==> config.mk <==
export PLATFORM = sky130hd
export DESIGN_NAME = fir_stream_arbiter
export DESIGN_NICKNAME = d
export VERILOG_FILES = /design/src/rtl/fir_stream_arbiter.sv
export SDC_FILE = /design/constraint.sdc
export NUM_CORES = 1
export LEC_CHECK = 0
export BUFFER_PORTS_ARGS = -buffer_cell sky130_fd_sc_hd__buf_2
export CAP_MARGIN = 15
export CORE_UTILIZATION = 31
export DETAILED_ROUTE_END_ITERATION = 10
export PLACE_DENSITY = 0.73
export SETUP_SLACK_MARGIN = 0.5
export SYNTH_ARGS = -nofsm -noshare
export SYNTH_HDL_FRONTEND = slang
export SYNTH_SLANG_ARGS = --single-unit
==> constraint.sdc <==
create_clock -name axi_clk -period 1.3 [get_ports axi_clk]
set_input_delay 0.065 -clock axi_clk [delete_from_list [all_inputs] [get_ports axi_clk]]
set_output_delay 0.065 -clock axi_clk [all_outputs]
set_load 0.02 [all_outputs]
==> src/rtl/fir_stream_arbiter.sv <==
// Round-robin, packet-locked arbiter that lets several AXI4-Stream sources share one FIR datapath.
// Before each packet it spends one cycle pulsing fir_clear, so samples from one packet never leak into the next.
module fir_stream_arbiter #(
  parameter int NUM_CH = 4,
  parameter int DATA_W = 16,
  parameter int CH_W   = 2
) (
  input  logic                     axi_clk,
  input  logic                     axi_reset_n,
  input  logic [NUM_CH-1:0]        s_axis_valid,
  input  logic [NUM_CH*DATA_W-1:0] s_axis_data,
  input  logic [NUM_CH-1:0]        s_axis_last,
  output logic [NUM_CH-1:0]        s_axis_ready,
  output logic                     m_axis_valid,
  output logic [DATA_W-1:0]        m_axis_data,
  output logic                     m_axis_last,
  output logic [CH_W-1:0]          m_axis_id,
  input  logic                     m_axis_ready,
  output logic                     fir_clear,
  output logic                     busy
);

  typedef enum logic [1:0] {IDLE, CLEAR, STREAM} state_t;

  state_t            state, state_nxt;
  logic [CH_W-1:0]   grant, grant_nxt;
  logic [CH_W-1:0]   last_grant, last_grant_nxt;
  logic [CH_W-1:0]   pick;
  logic              grant_live, grant_live_nxt;
  logic              sel_valid, sel_last;
  logic [DATA_W-1:0] sel_data;

  always_comb begin
    sel_valid = 1'b0;
    sel_last  = 1'b0;
    sel_data  = '0;
    for (int k = 0; k < NUM_CH; k++) begin
      if (grant == CH_W'(k)) begin
        sel_valid = s_axis_valid[k];
        sel_last  = s_axis_last[k];
        sel_data  = s_axis_data[k*DATA_W +: DATA_W];
      end
    end
  end

  // The search runs from the farthest offset down to the nearest, so the nearest requester after last_grant is written last and wins.
  always_comb begin
    pick = grant;
    for (int i = NUM_CH; i >= 1; i--) begin
      for (int k = 0; k < NUM_CH; k++) begin
        if (k == (int'(last_grant) + i) % NUM_CH && s_axis_valid[k])
          pick = CH_W'(k);
      end
    end
  end

  always_ff @(posedge axi_clk or negedge axi_reset_n) begin
    if (!axi_reset_n) begin
      state      <= IDLE;
      grant      <= '0;
      last_grant <= CH_W'(NUM_CH - 1);
      grant_live <= 1'b0;
    end else begin
      state      <= state_nxt;
      grant      <= grant_nxt;
      last_grant <= last_grant_nxt;
      grant_live <= grant_live_nxt;
    end
  end

  // grant_live keeps m_axis_data at zero after reset until a channel has actually been granted.
  always_comb begin
    state_nxt      = state;
    grant_nxt      = grant;
    last_grant_nxt = last_grant;
    grant_live_nxt = grant_live;
    fir_clear      = 1'b0;
    busy           = (state != IDLE);
    m_axis_valid   = 1'b0;
    m_axis_last    = 1'b0;
    m_axis_id      = grant;
    m_axis_data    = grant_live ? sel_data : '0;
    s_axis_ready   = '0;
    case (state)
      IDLE: begin
        if (|s_axis_valid) begin
          state_nxt      = CLEAR;
          grant_nxt      = pick;
          grant_live_nxt = 1'b1;
        end
      end
      CLEAR: begin
        fir_clear = 1'b1;
        state_nxt = STREAM;
      end
      STREAM: begin
        m_axis_valid = sel_valid;
        m_axis_last  = sel_last;
        for (int k = 0; k < NUM_CH; k++) begin
          if (grant == CH_W'(k))
            s_axis_ready[k] = m_axis_ready;
        end
        if (sel_valid && m_axis_ready && sel_last) begin
          state_nxt      = IDLE;
          last_grant_nxt = grant;
        end
      end
      default: state_nxt = IDLE;
    endcase
  end

endmodule

== Yosys cells after proc, flatten, opt, wreduce, memory -nomap -nowiden ==
Index checks and enable logic that the tools add are counted.
Storage, ports and cells
  bits in registers: 7
  input bits: 75
Operators by class
  mux-type cells: 40
  reduce and logical (&&, ||, !) cells: 35
  equal/unequal tests: 19
  add/sub/neg operators: 4
  bitwise gates (word level): 4
Operators with widths (count)
  32-bit logical NOT: 4
  16-bit 2-to-1 mux: 5
  2-bit 2-to-1 mux: 18
  3-bit equality test, first input constant: 8
  1-bit logical AND: 18
  16-bit nonzero test: 1
  1-bit 2-to-1 mux: 15
  2-bit by 3-bit equality test with 1-bit output, first input constant: 4
  2-bit OR reduction: 4
  2-bit equality test, second input constant: 3
  2-bit case mux with 3 select lines: 1
  2-bit AND reduction: 3
  2-bit by 1-bit adder with 2-bit output, second input constant: 2
  2-bit adder, second input constant: 2
  1-bit AND, first input constant: 4
  2-bit by 1-bit equality test with 1-bit output, second input constant: 2
  2-bit logical NOT: 2
  4-bit 2-to-1 mux: 1
  2-bit inequality test, second input constant: 2
  4-bit OR reduction: 1
  3-bit AND reduction: 1
  2-bit nonzero test: 1

== Longest topological paths before layout ==
  depth after elaboration: 21
  mapped depth: 4
  depth with buffers taken out: 4

== Worst setup path after synthesis ==
Ideal clock, no wire load.
  kind: reg-to-output
  from: reg grant[0] (netlist: m_axis_id[0])
  to: out m_axis_data[10]
  stages on the path, launching flop included: 4
  setup slack: -0.302 ns
  data arrival time: 1.537 ns
  cells stage by stage: dfrtp_1 buf_2 mux4_2 and2_1
Between the ends
  longest elaborated chain between the ends: 6
  elaborated cells between the ends (all ways): 9
  classes of those cells: eq/ne (3); mux (5); reduce/logical (1)
RTL lines
  start: declaration: line 26  | logic [CH_W-1:0] grant, grant_nxt;
  start signal: assignment: line 65  | grant <= grant_nxt;
  2-bit logical NOT: line 38  | if (grant == CH_W'(k)) begin
  16-bit 2-to-1 mux (3 in a row): line 38
  16-bit 2-to-1 mux (*): line 38
  16-bit 2-to-1 mux (*): line 82  | m_axis_data = grant_live ? sel_data : '0;
  end: declaration: line 15  | output logic [DATA_W-1:0] m_axis_data,
Every way passes the cells marked *; elsewhere a longest branch is shown, timed or not.

== Worst setup path after layout ==
  from: reg grant[0] (netlist: m_axis_id[0])
  to: out m_axis_last
Between the ends
  longest elaborated chain between the ends: 6
  elaborated cells between the ends (all ways): 9
  classes of those cells: eq/ne (3); mux (5); reduce/logical (1)
RTL lines
  2-bit logical NOT: line 38
  1-bit 2-to-1 mux (3 in a row): line 38
  1-bit 2-to-1 mux (*): line 38
  1-bit 2-to-1 mux (*): line 84  | case (state)
  end: declaration: line 16  | output logic m_axis_last,
Marked as above.

==> impl_summary.txt <==
----------------------------------------------------
[Status]
  Status ... finished, violations left
  Violations in the final reports ... setup timing

[Timing]
  RSZ-0062 raised after global routing ... yes
  Final Worst Setup Slack ... -0.476 ns
  Timing-limited maximum frequency ... approximately 560 MHz
  Part of the cycle the worst path needs ... 137%
  Final hold slack ... 0.160 ns
  Clock Skews ... between 0.002 and 0.003 ns
  Total negative setup slack ... -9.21 ns
  Max-slew headroom at the worst pin ... about half
  Setup-violating endpoint count in the final report ... 25
  Max Transition Viols Final ... 0
  Actual slew at the worst max-slew pin ... 0.754 ns
  Clock period minus final worst setup slack ... ~1.8 ns
  Final hold vios ... 0

[Logic synthesis]
  Area share of and/or/nand/nor cells after synthesis ... between 20% and 30%
  Net Count, Synth ... around 160
  Adder-cell share of the synthesized area ... 0%
  Share of synthesized flip-flops with an asynchronous set or reset ... 100%
  Distinct cell type count of the synthesized netlist ... 24
  Mux cell area share after synthesis ... 46.0%
  Cell count after synthesis ... between 80 and 90
  Synth Area in Compound Gates ... ~7.0%
  Dominant combinational cell family by area after synthesis ... multiplexers
  Main synth FF type ... dfrtp_1
  EDFF count, synth ... 0
  Share of the yosys chip area belonging to registers ... 19.5%
  Post-synthesis instance area ... approximately 910 µm²
  Post-Syn Area per Cell ... around 11 µm²
  Xor and xnor fraction of the mapped netlist area ... 0%
  Flops & latches, synth ... 7
  Yosys warning count ... 0

[Finish]
  Ant diodes ... 0
  Leading cell types in the layout, fill and taps excluded ... buf_2, buf_6, mux4_2, and2_4, buf_4
  Most common library cell in the layout ignoring fill and taps ... buf_2
  Fraction of final layout cells sized beyond drive strength 1 ... 91.6%
  Final std cells w/o fill ... roughly 230
  Fin nets ... approximately 280
  Synthesis-to-finish area growth ... 122%

[Critical path]
  CP Data Arrival Time ... 1.71 ns
  Reg2reg start ... m_axis_id[0]
  Count of cells along the worst register-to-register path ... 5
  R2R setup slack ... -0.46 ns
  Endpoint type of the worst setup path ... output port
  Maximum net fanout on the critical path ... 4
  Endpoint of the most critical register-to-register path ... last_grant[1]
  Kind of launch point of the worst setup path ... flop
  Start-to-end type of the worst setup path ... reg2out
  Critical path required time ... approximately 1.2 ns

[Global routing]
  Antenna violations before repair ... 0
  Grt met2 use ... about two fifths
  Total routing usage reported by global routing ... 21.5%
  Maximum number of pins on one net before global-route repair ... 21
  Layer carrying the most global-route usage ... met2
  Congestion Overflow GR ... 0
  Number of global-route vias before repair ... between 1000 and 1500
  GRT met1 Usage ... about a quarter
  Met3 demand-to-capacity share in global routing ... between 2 and 3%
  Global-route wire length before repair ... roughly 5.4 mm

[Die]
  Area of the core region ... 2780 µm²
  Chip height ... between 50 and 60 µm
  Starting density of the core ... between 30% and 40%
  Die Width ... 56.3 µm
  Cell Rows ... 19
  Ports ... roughly 100
  DIE AREA ... roughly 3200 µm²

[Pwr]
  Power density of the placed cells ... between 2000 and 2500 nW/µm²
  Largest voltage drop on the vdd net ... between 1500 and 2000 µV
  Leakage ... ~0.98 nW

[Clock tree]
  Clock Path Buffers ... 2
  TritonCTS clock tree ... built
  TritonCTS buffer count ... 3
  Number of H-tree levels ... 1
  Clock-pin transition on the worst setup and hold timing paths ... about 0.050 ns
  Sink Count ... 7
  CTS Root Buffer Type ... clkbuf_4
  Worst-skew pair later-pin latency ... roughly 0.26 ns

[Detailed routing]
  Total routed wirelength ... between 3 and 4 mm
  Number of detailed-routing iterations run before antenna repair ... 5
  Post-DRT Antenna Nets ... 0
  Number of DRC markers after the initial detailed-route iteration ... 26
  DR vias ... between 1000 and 1500
  Post-detailed-route wirelength per cell ... 16.7 µm
  Average via count per standard cell ... around 5.3
  Remaining routing DRC violations ... 0

[Worst hold path]
  Hold Path Class ... in2async

[Place]
  Estimated wirelength of the detail-placed design ... around 2.8 mm
  Placer Congestion ... around 0.78
  # placed instances ... around 210
  Count of buffers inserted at the top-level ports ... 100
  Post-Place Setup Slack ... -0.185 ns

[Job]
  Max-cap viol count ... 0

----------------------------------------------------
[Yosys cell counts (2+ instances only)]
cell      instances  share of area (%)
a21oi_1           2                1.1
and2_1           18                 12
buf_2             2                1.1
clkbuf_1          2               0.82
dfrtp_1           5                 14
dfstp_2           2                5.8
mux4_2           18                 44
nand2_1           4                1.6
nand3_1           2                1.1
nor2_1            5                2.1
nor2b_1           4                2.7
nor3_1            2                1.1
o21ai_0           3                1.6
or2_1             2                1.4
[worst max-delay path: stages (launching register included)]
cell,delay [ns]
dfrtp_2,0.46
buf_4,0.15
mux4_2,0.51
and2_4,0.18
buf_4,0.15
[how the worst max path moves through the flow]
stage / start / cells after the start / slack, ns / endpoint
2_1_floorplan: m_axis_id[1] / 3 / -0.20 / last_grant[1]
3_3_place_gp: m_axis_id[0] / 3 / -0.16 / last_grant[1]
3_5_place_dp: m_axis_id[0] / 3 / -0.18 / last_grant[1]
4_1_cts: m_axis_id[0] / 4 / -0.44 / m_axis_data[3]
5_1_grt: m_axis_id[0] / 4 / -0.50 / m_axis_last
6_report: m_axis_id[0] / 4 / -0.48 / m_axis_last
[metrics by stage]
step | total power, mW | instance area [µm²] | util (%)
2_1_floorplan | 2.17 | 952 | -
3_3_place_gp | 2.92 | 1530 | 55.2
3_5_place_dp | 2.97 | 1530 | 55.2
4_1_cts | 3.53 | 1690 | 60.9
5_1_grt | 4.98 | 2030 | 72.9
6_report | 4.73 | 2030 | 72.9
[power by group]
| group | total (mW) | leakage (nW) | internal [mW] | switching, mW |
|---|---|---|---|---|
| logic | 4.04 | 0.891 | 2.42 | 1.62 |
| clock network | 0.202 | 0.0150 | 0.117 | 0.0845 |
| registers | 0.489 | 0.0754 | 0.337 | 0.153 |
[kinds of logic (layout without fill, tap and decap cells)]
| group | count (synthesis) | in the layout |
|---|---|---|
| AO/OA/AOI/OAI | 10 | 10 |
| buffers and inverters | 6 | 127 |
| flip-flops | 7 | 7 |
| multiplexers | 19 | 19 |
| AND/OR/NAND/NOR | 39 | 39 |
[flip-flops by register name, indices dropped and copies added (netlist names)]
name / count
grant_live: 1
m_axis_id: 2
last_grant: 2
state: 2
[final cells by class]
type                    count  area [µm²]
multi-input cells          68         861
fillers                   193         754
inverters                   1        6.26
flip-flops and latches      7         180
well taps                  31        38.8
clock buffers               4        26.3
repair buffers            122         915
[what timing repair did]
action	4_1_cts	5_1_grt
pin swaps	3	9
hold endpoints to repair	7	0
hold buffers	1	0
gates resized for setup	25	72
setup endpoints to repair	33	33
setup buffers	6	7
cloned	0	2
[per-layer routing]
layer,wire length (µm),vias to the layer above
li1,-,561
met1,1360,588
met2,2130,76
met3,242,17
met4,163,0
met5,0,-
No activity file was read; power rests on OpenSTA's default activity.
